===== src/rtl/vector_lane_engine_if.sv =====
// Operand stream in, lane results out, for vector_lane_engine.
// master = stream producer / result consumer, slave = the engine.
interface vector_lane_engine_if #(
  parameter int W     = 8,
  parameter int LANES = 4
);
  logic                 clr;
  logic                 din_valid;
  logic [W-1:0]         din;
  logic [1:0]           phase;
  logic [LANES*W-1:0]   dout;
  logic                 dout_valid;
  logic                 ovf;

  modport master (output clr, din_valid, din,
                  input  phase, dout, dout_valid, ovf);
  modport slave  (input  clr, din_valid, din,
                  output phase, dout, dout_valid, ovf);
endinterface


===== src/rtl/vector_lane_engine.sv =====
// vector_lane_engine: serially loads LANES a, b and d operands, then computes
// per lane s = ((a*b) >>> SHIFT) + d and publishes all lanes at once.
// Optional macro VLE_SAT_EN: saturate lane results instead of wrapping.

// One lane: signed multiply, arithmetic shift, add, range check.
module vle_lane #(
  parameter int W     = 8,
  parameter int SHIFT = 4
) (
  input  logic [W-1:0] a,
  input  logic [W-1:0] b,
  input  logic [W-1:0] d,
  output logic [W-1:0] res,
  output logic         ovf
);
  localparam int PW = 2 * W;

  logic signed [PW-1:0] p, ps;
  logic signed [PW:0]   s;

  // Product shifted with floor rounding, then d added one bit wider so the
  // sum can never wrap before the range check.
  always_comb begin
    p   = $signed(a) * $signed(b);
    ps  = p >>> SHIFT;
    s   = {ps[PW-1], ps} + {{(W+1){d[W-1]}}, d};
    // fits in W bits iff the top bits down to the W-bit sign are all equal
    ovf = ~((&s[PW:W-1]) | ~(|s[PW:W-1]));
    res = s[W-1:0];
`ifdef VLE_SAT_EN
    if (ovf) res = s[PW] ? {1'b1, {(W-1){1'b0}}} : {1'b0, {(W-1){1'b1}}};
`endif
  end
endmodule

module vector_lane_engine #(
  parameter int W     = 8,
  parameter int LANES = 4,
  parameter int SHIFT = 4
) (
  input  logic                  clk,
  input  logic                  rst_n,
  vector_lane_engine_if.slave   bus
);
  localparam int IW = $clog2(LANES);
  localparam logic [IW-1:0] LAST = IW'(LANES - 1);

  typedef enum logic [1:0] {LOAD_A = 2'd0, LOAD_B = 2'd1, LOAD_D = 2'd2} state_t;

  state_t                   state, state_nx;
  logic [IW-1:0]            idx, idx_nx;
  logic [LANES-1:0][W-1:0]  a_q, b_q, d_eff, res;
  // last lane's d is never stored: it is taken straight off din on the
  // edge that also latches the results
  logic [LANES-2:0][W-1:0]  d_q;
  logic [LANES-1:0]         lane_ovf;
  logic                     accept, last_beat;

  assign accept    = bus.din_valid & ~bus.clr;
  assign last_beat = accept & (state == LOAD_D) & (idx == LAST);
  assign bus.phase = state;

  // Next state / lane index; clr wins over any beat on the same edge.
  always_comb begin
    state_nx = state;
    idx_nx   = idx;
    if (bus.clr) begin
      state_nx = LOAD_A;
      idx_nx   = '0;
    end else if (bus.din_valid) begin
      if (idx == LAST) begin
        idx_nx = '0;
        case (state)
          LOAD_A:  state_nx = LOAD_B;
          LOAD_B:  state_nx = LOAD_D;
          default: state_nx = LOAD_A;
        endcase
      end else begin
        idx_nx = idx + 1'b1;
      end
    end
  end

  // State and lane index registers.
  always_ff @(posedge clk or negedge rst_n) begin
    if (!rst_n) begin
      state <= LOAD_A;
      idx   <= '0;
    end else begin
      state <= state_nx;
      idx   <= idx_nx;
    end
  end

  // Operand capture into the lane selected by idx for the current phase.
  always_ff @(posedge clk or negedge rst_n) begin
    if (!rst_n) begin
      a_q <= '0;
      b_q <= '0;
      d_q <= '0;
    end else if (accept) begin
      for (int i = 0; i < LANES; i++) begin
        if (idx == IW'(i)) begin
          if (state == LOAD_A) a_q[i] <= bus.din;
          if (state == LOAD_B) b_q[i] <= bus.din;
        end
      end
      for (int i = 0; i < LANES - 1; i++) begin
        if (idx == IW'(i) && state == LOAD_D) d_q[i] <= bus.din;
      end
    end
  end

  // Lane d operands: stored lanes plus the live last beat.
  always_comb begin
    d_eff = '0;
    for (int i = 0; i < LANES - 1; i++) d_eff[i] = d_q[i];
    d_eff[LANES-1] = bus.din;
  end

  for (genvar g = 0; g < LANES; g++) begin : g_lane
    vle_lane #(.W(W), .SHIFT(SHIFT)) u_lane (
      .a   (a_q[g]),
      .b   (b_q[g]),
      .d   (d_eff[g]),
      .res (res[g]),
      .ovf (lane_ovf[g])
    );
  end

  // Result latch: dout/ovf only move on a completed group; pulse follows.
  always_ff @(posedge clk or negedge rst_n) begin
    if (!rst_n) begin
      bus.dout       <= '0;
      bus.ovf        <= 1'b0;
      bus.dout_valid <= 1'b0;
    end else begin
      bus.dout_valid <= last_beat;
      if (last_beat) begin
        bus.dout <= res;
        bus.ovf  <= |lane_ovf;
      end
    end
  end
endmodule


===== src/flat_wrapper.sv =====
// flat-port wrapper written by rule: the top's interface ports become plain ports
module vector_lane_engine_flat 
#(
  parameter int W     = 8,
  parameter int LANES = 4,
  parameter int SHIFT = 4
)
  (clk, rst_n, bus_clr, bus_din_valid, bus_din, bus_phase, bus_dout, bus_dout_valid, bus_ovf);
  vector_lane_engine_if #(.W(W), .LANES(LANES)) bus_i ();
  input  logic clk;
  input  logic rst_n;
  input wire logic [$bits(bus_i.clr)-1:0] bus_clr;
  input wire logic [$bits(bus_i.din_valid)-1:0] bus_din_valid;
  input wire logic [$bits(bus_i.din)-1:0] bus_din;
  output wire logic [$bits(bus_i.phase)-1:0] bus_phase;
  output wire logic [$bits(bus_i.dout)-1:0] bus_dout;
  output wire logic [$bits(bus_i.dout_valid)-1:0] bus_dout_valid;
  output wire logic [$bits(bus_i.ovf)-1:0] bus_ovf;
  assign bus_i.clr = bus_clr;
  assign bus_i.din_valid = bus_din_valid;
  assign bus_i.din = bus_din;
  assign bus_phase = bus_i.phase;
  assign bus_dout = bus_i.dout;
  assign bus_dout_valid = bus_i.dout_valid;
  assign bus_ovf = bus_i.ovf;
  vector_lane_engine #(.W(W), .LANES(LANES), .SHIFT(SHIFT)) u_core (.clk(clk), .rst_n(rst_n), .bus(bus_i));
endmodule

===== config.mk =====
export PLATFORM = sky130hd
export DESIGN_NAME = vector_lane_engine_flat
export DESIGN_NICKNAME = d
export VERILOG_FILES = /design/src/rtl/vector_lane_engine_if.sv /design/src/rtl/vector_lane_engine.sv /design/src/flat_wrapper.sv
export SDC_FILE = /design/constraint.sdc
export NUM_CORES = 1
export LEC_CHECK = 0
export BUFFER_PORTS_ARGS = -buffer_cell sky130_fd_sc_hd__buf_2
export CAP_MARGIN = 25
export CORE_MARGIN = 1.5
export CORE_UTILIZATION = 23
export CTS_BUF_LIST = sky130_fd_sc_hd__clkbuf_8
export CTS_CLUSTER_SIZE = 16
export DETAILED_ROUTE_END_ITERATION = 16
export PLACE_DENSITY = 0.44
export SETUP_SLACK_MARGIN = 0.2
export SYNTH_ARGS = -nofsm -noshare
export SYNTH_HDL_FRONTEND = slang
export SYNTH_SLANG_ARGS = --single-unit

===== constraint.sdc =====
create_clock -name clk -period 8 [get_ports clk]
set_input_delay 2.4 -clock clk [delete_from_list [all_inputs] [get_ports clk]]
set_output_delay 2.4 -clock clk [all_outputs]
set_load 0.005 [all_outputs]

# Word level (Yosys, flattened, before mapping)
# Index checks and enable logic that the tools add are counted.
dict set report classes {
  n_reduce_logical 28
  n_addsub 5
  n_mux 7
  shift 0
  multipliers 4
  order_cmp 0
  n_bitwise 16
  n_eq_ne 5
  n_div 0
}
# op count
set ops {}
lappend ops {{multiplier 8 x 8 -> 16 bit} 4}
lappend ops {{adder 12 x 8 -> 13 bit} 4}
lappend ops {{AND reduction 10 bit} 4}
lappend ops {{OR reduction 10 bit} 4}
lappend ops {{AND reduction 3 bit} 8}
lappend ops {{2-to-1 mux 2 bit} 6}
lappend ops {{inverter 1 bit} 9}
lappend ops {{AND reduction 2 bit} 4}
lappend ops {{equality test 2 bit, second input constant} 3}
lappend ops {{equality test 2 x 1 -> 1 bit, second input constant} 2}
lappend ops {{logical NOT 2 bit} 2}
lappend ops {{OR 1 bit} 4}
lappend ops {{case mux 2 bit (2 select lines)} 1}
lappend ops {{nonzero test 2 bit} 2}
lappend ops {{OR reduction 4 bit} 1}
lappend ops {{bitwise AND 1 bit} 3}
lappend ops {{logical AND 1 bit} 3}
lappend ops {{adder 2 x 1 -> 2 bit, second input constant} 1}
dict set report totals {
  latch_bits 0
  ramBits 0
  n_memories 0
  mem_bits_ro 0
  wordCells 81
  output_inout_bits 36
  regBits 126
}

# Longest topological paths before layout
dict set report logic_depth {
  word_depth 7
  ltp_mapped 28
}

# Cells and area by module
# A second synthesis with hierarchy kept.
dict set report hier_totals {
  hier_cells 1718
  hier_area_um2 17018.8
}
# mod area_each_um2 n_inst cells_each seq_area_each_um2
set by_module_without_submodules {}
lappend by_module_without_submodules {vector_lane_engine 4941.0 1 303 3153.0}
lappend by_module_without_submodules {{vle_lane at u_core.g_lane[0].u_lane} 3071.7 1 361 0.0}
lappend by_module_without_submodules {{vle_lane at u_core.g_lane[3].u_lane} 3052.9 1 361 0.0}
lappend by_module_without_submodules {{vle_lane at u_core.g_lane[1].u_lane} 3004.1 1 348 0.0}
lappend by_module_without_submodules {{vle_lane at u_core.g_lane[2].u_lane} 2949.1 1 345 0.0}

# Least setup slack after synthesis
# No wires, ideal clock.
dict set report synth_path {
  path_kind {reg2reg}
  startpoint {register u_core.a_q[30] (netlist bit)}
  endpoint {register u_core.bus.ovf}
  path_slack_ns 1.813
  t_arrival_ns 6.056
  path_stages_with_launch 26
  t_required_ns 7.869
  synth_period_minus_slack_ns 6.187
  setup_ns 0.131
  cell_sequence {dfrtp_1 > clkbuf_1 > and2_1 > fa_1 > inv_1 > fa_1 > inv_1 > fa_1 > inv_1 > fa_1 > inv_1 > ha_1 > a21oi_1 > o21bai_1 > a21oi_1 > o21bai_1 > a21oi_1 > xnor2_1 > ha_1 > clkbuf_1 > inv_1 > or3_1 > a32o_1 > or4b_4 > a221oi_2 > a31oi_1}
}
dict set report synth_via {
  elab_chain_len 7
  word_cells_on_any_way 8
  cone_classes {add/sub (1); mul (1); bitwise (3); reduce/logical (3)}
}
# item line
set synth_rtl {}
lappend synth_rtl {{start: declaration} vector_lane_engine.sv:52} ;# logic [LANES-1:0][W-1:0] a_q, b_q, d_eff, res;
lappend synth_rtl {{start signal: indexed assignment} vector_lane_engine.sv:104} ;# if (state == LOAD_A) a_q[i] <= bus.din;
lappend synth_rtl {{multiplier 8 x 8 -> 16 bit (*)} vector_lane_engine.sv:24} ;# p = $signed(a) * $signed(b);
lappend synth_rtl {{adder 12 x 8 -> 13 bit (*)} vector_lane_engine.sv:26} ;# s = {ps[PW-1], ps} + {{(W+1){d[W-1]}}, d};
lappend synth_rtl {{OR reduction 10 bit} vector_lane_engine.sv:28} ;# ovf = ~((&s[PW:W-1]) | ~(|s[PW:W-1]));
lappend synth_rtl {{inverter 1 bit} vector_lane_engine.sv:28}
lappend synth_rtl {{OR 1 bit (*)} vector_lane_engine.sv:28}
lappend synth_rtl {{inverter 1 bit (*)} vector_lane_engine.sv:28}
lappend synth_rtl {{OR reduction 4 bit (*)} vector_lane_engine.sv:141} ;# bus.ovf <= |lane_ovf;
lappend synth_rtl {{end signal: assignment} vector_lane_engine.sv:141}
lappend synth_rtl {{end: declaration} vector_lane_engine_if.sv:18} ;# output phase, dout, dout_valid, ovf);
# Mark *: on every way between the ends. The rest lies on a longest branch, timed or not.
# A chain may end at the register's enable or synchronous reset.

# Final worst setup path
dict set report layout_path {
  startpoint {register u_core.a_q[28] (netlist bit)}
  endpoint {register u_core.bus.ovf}
}
# The elaborated chain is that of the path after synthesis.

==> results_dict.tcl <==
set metrics [dict create \
    run_status "complete, no violations" \
    pre_cts_slack_ns 1.13 \
    worst-endpoint-arrival_ns 7.13 \
    globalRouteTotalUtil 0.107 \
    grt_pass1_vias 12200 \
    crit_path_max_incr_delay_ns 0.58 \
    period_share 0.849 \
    dpl.cell_count 2768 \
    synth.top_cells.by_count "inv_1, fa_1, ha_1" \
    ys_seq_area_frac 0.188 \
    number_of_nets_still_failing_antenna_checks_after_routing 0 \
    die_width_um 273 \
    worst_reg2reg_path_length_in_cells 26 \
    synth_top_flop_cell "dfrtp_1" \
    reg_to_reg_critical_path_startpoint "u_core.a_q[28]$_DFFE_PN0P_" \
    core_mm2 0.0719 \
    clock_insertion_delay_worst_skew_ns 0.49 \
    pin_count_of_the_biggest_net_entering_global_routing 65 \
    reg2reg_setup_slack_ns 1.21 \
    final_area_mm2 0.0186 \
    cts_setup_buffers 0 \
    grt_setup_unrepaired "no" \
    setup.worst_path.class "reg -> reg" \
    postPlaceCellArea_mm2 0.0182 \
    p_total_mw 2.38 \
    path_clk_slew_ns 0.09 \
    fp.dieArea_mm2 0.0747 \
    hold_buffers 0 \
    layout_min_cycle_time_ns 6.79 \
    cp-start-kind "register" \
    h-tree-depth 4 \
    ir_worst_vdd_v 0.0000961 \
    min-delay-start "u_core.bus.dout[9]$_DFFE_PN0P_" \
    routed_wirelength_mm 38.9 \
    gp_routability_congestion 0.805 \
    routed_wire_length_per_instance_um 13.9 \
    post_synth_main_area_contributors "fa_1, dfrtp_1, ha_1, inv_1, mux2_2" \
    slowest_stage "or4b_4" \
    first_pass_grt_wire_length_mm 64.0 \
    synth_cell_type_count 58 \
    place.detailed.hpwl_mm 31.7 \
    final_util 0.259 \
    drc_errors 0 \
    effective_utilization_at_floorplan 0.234 \
    avgViaCountPerCell 4.18 \
    setup-tns-final_ns 0 \
    cellLeakagePower_nw 9.27 \
    final_net_count 2233 \
    die_ht_um 273 \
    final.hold.worst_slack_ns 0.477 \
    final_non_filler_cell_total 2801 \
    post_route_cells_drive_above_1_share 0.0968 \
    timing.critical_path.required_ns 8.34 \
    tritoncts_clock_tree "built" \
    num_io_pins 48 \
    cts_root_buffer "clkbuf_8" \
    area_growth_pct 10.6 \
    endpoints_failing_hold 0 \
    timing.slew.headroom 0.445 \
    yosys.area.top_type "fa_1" \
    final-setup-viol-count 0 \
    power-per-cell-area_mw_per_mm2 128 \
    timing.rr.end "u_core.bus.ovf$_DFFE_PN0P_" \
    grt_overflow_total 0 \
    antenna_found_initial 3 \
    timing.hold.worst.class "reg -> reg" \
    cts_resized 0 \
    whs_endpoint "u_core.bus.dout[9]$_DFFE_PN0P_" \
    yosys_warnings 0 \
    detail_route.iter0.violations 547 \
    portion_of_synthesized_cell_area_occupied_by_the_leading_cell_type 0.262 \
    count_of_clock_tree_sinks 126 \
    cts_made_buffers 17 \
    post-synth-top-count-cell "inv_1" \
    count_of_flip_flops_with_a_built_in_enable_after_synthesis 0 \
    hold_depth 2 \
    synth.net_count 2189 \
    avgSynthCellArea_um2 9.37 \
    layout_setup_ws_ns 1.21 \
    max_clock_freq_mhz 147 \
    worst_clock_skew_ns 0.0144 \
    dr.pass1.iters 4 \
    synthArstFlopShare 1.00 \
    timing_worst_slew_pin_value_ns 0.810 \
    max_cap_violations 0 \
    num_vias 11700 \
    numPortBuffers 47 \
    drv_slew 0 \
    synth.ff_latch_count 126 \
    crit_path_max_fanout 9 \
    critPathCaptureType "register" \
    post_synth_inst_count 1793 \
    fp-row-count 98 \
    clk_path_buf_depth 2 \
    netlist_area_mm2 0.0168 \
]
## registers in the layout (all words and copies together), names as in the netlist
register and count:
u_core.a_q 32, u_core.b_q 32, u_core.bus.dout 32, u_core.bus.dout_valid 1, u_core.bus.ovf 1, u_core.bus.phase 2, u_core.d_eff 24, u_core.idx 2
## worst max path at each step
| stage | cells after the start | slack (ns) | end | start |
|---|---|---|---|---|
| CTS | 26 | 1.10 | u_core.bus.ovf$_DFFE_PN0P_ | u_core.a_q[27]$_DFFE_PN0P_ |
| global route | 24 | 0.74 | u_core.bus.ovf$_DFFE_PN0P_ | u_core.b_q[17]$_DFFE_PN0P_ |
| floorplan | 25 | 1.81 | u_core.bus.ovf$_DFFE_PN0P_ | u_core.a_q[30]$_DFFE_PN0P_ |
| finish | 26 | 1.21 | u_core.bus.ovf$_DFFE_PN0P_ | u_core.a_q[28]$_DFFE_PN0P_ |
| global placement | 26 | 1.16 | u_core.bus.ovf$_DFFE_PN0P_ | u_core.a_q[27]$_DFFE_PN0P_ |
| detailed placement | 26 | 1.13 | u_core.bus.ovf$_DFFE_PN0P_ | u_core.a_q[27]$_DFFE_PN0P_ |
## where the power goes
group,switching (mW),leakage (nW),internal [mW],total (mW)
logic,0.544,7.36,0.422,0.966
registers,0.121,1.71,0.687,0.808
clock network,0.342,0.196,0.261,0.603
total,1.01,9.27,1.37,2.38
## placed cells by master (no fill, tap or decap), drive strengths merged, types with 20 or more instances in the layout
master	instances
a21oi	56
and2	138
buf	51
dfrtp	126
fa	220
ha	164
inv	381
mux2	87
nand2	160
nand2b	26
nand3	26
nor2	62
nor3	27
o21ai	48
xnor2	77
xor2	20
## critical path, delay by kind of cell (launching register included)
family	cells	cell delay, ns
simple gates	6	1.46
flops	1	0.49
compound gates	9	1.93
buf+inv	4	0.17
fa+ha+maj	7	2.58
## logic make-up (layout without fill, tap and decap cells)
family | Yosys count | after routing | synth area share
buffers and inverters | 399 | 456 | 0.0891
multiplexers | 94 | 94 | 0.0625
AND/OR/NAND/NOR | 496 | 496 | 0.150
other | 0 | 1 | 0
flip-flops | 126 | 126 | 0.188
adder cells (fa/ha/maj) | 384 | 384 | 0.384
AO/OA/AOI/OAI | 197 | 197 | 0.0764
XOR/XNOR | 97 | 97 | 0.0505
## layout make-up
cell class	count	area (um^2)
well taps	950	1190
clock buffers	17	234
inverters	373	1400
fillers	7841	53300
diodes	1	2.50
flip-flops and latches	126	3150
multi-input cells	1268	12200
clock inverters	15	171
repair buffers	51	284
## per-layer routing
layer	vias to the layer above	wire length [um]	part of all wire	global-route usage
met5	-	13	0.00033	0
met4	2	259	0.0067	0.0161
met3	25	1340	0.034	0.0182
met2	149	17700	0.46	0.176
met1	5758	19600	0.50	0.150
li1	5788	-	-	-
(Power assumes the default switching activity.)
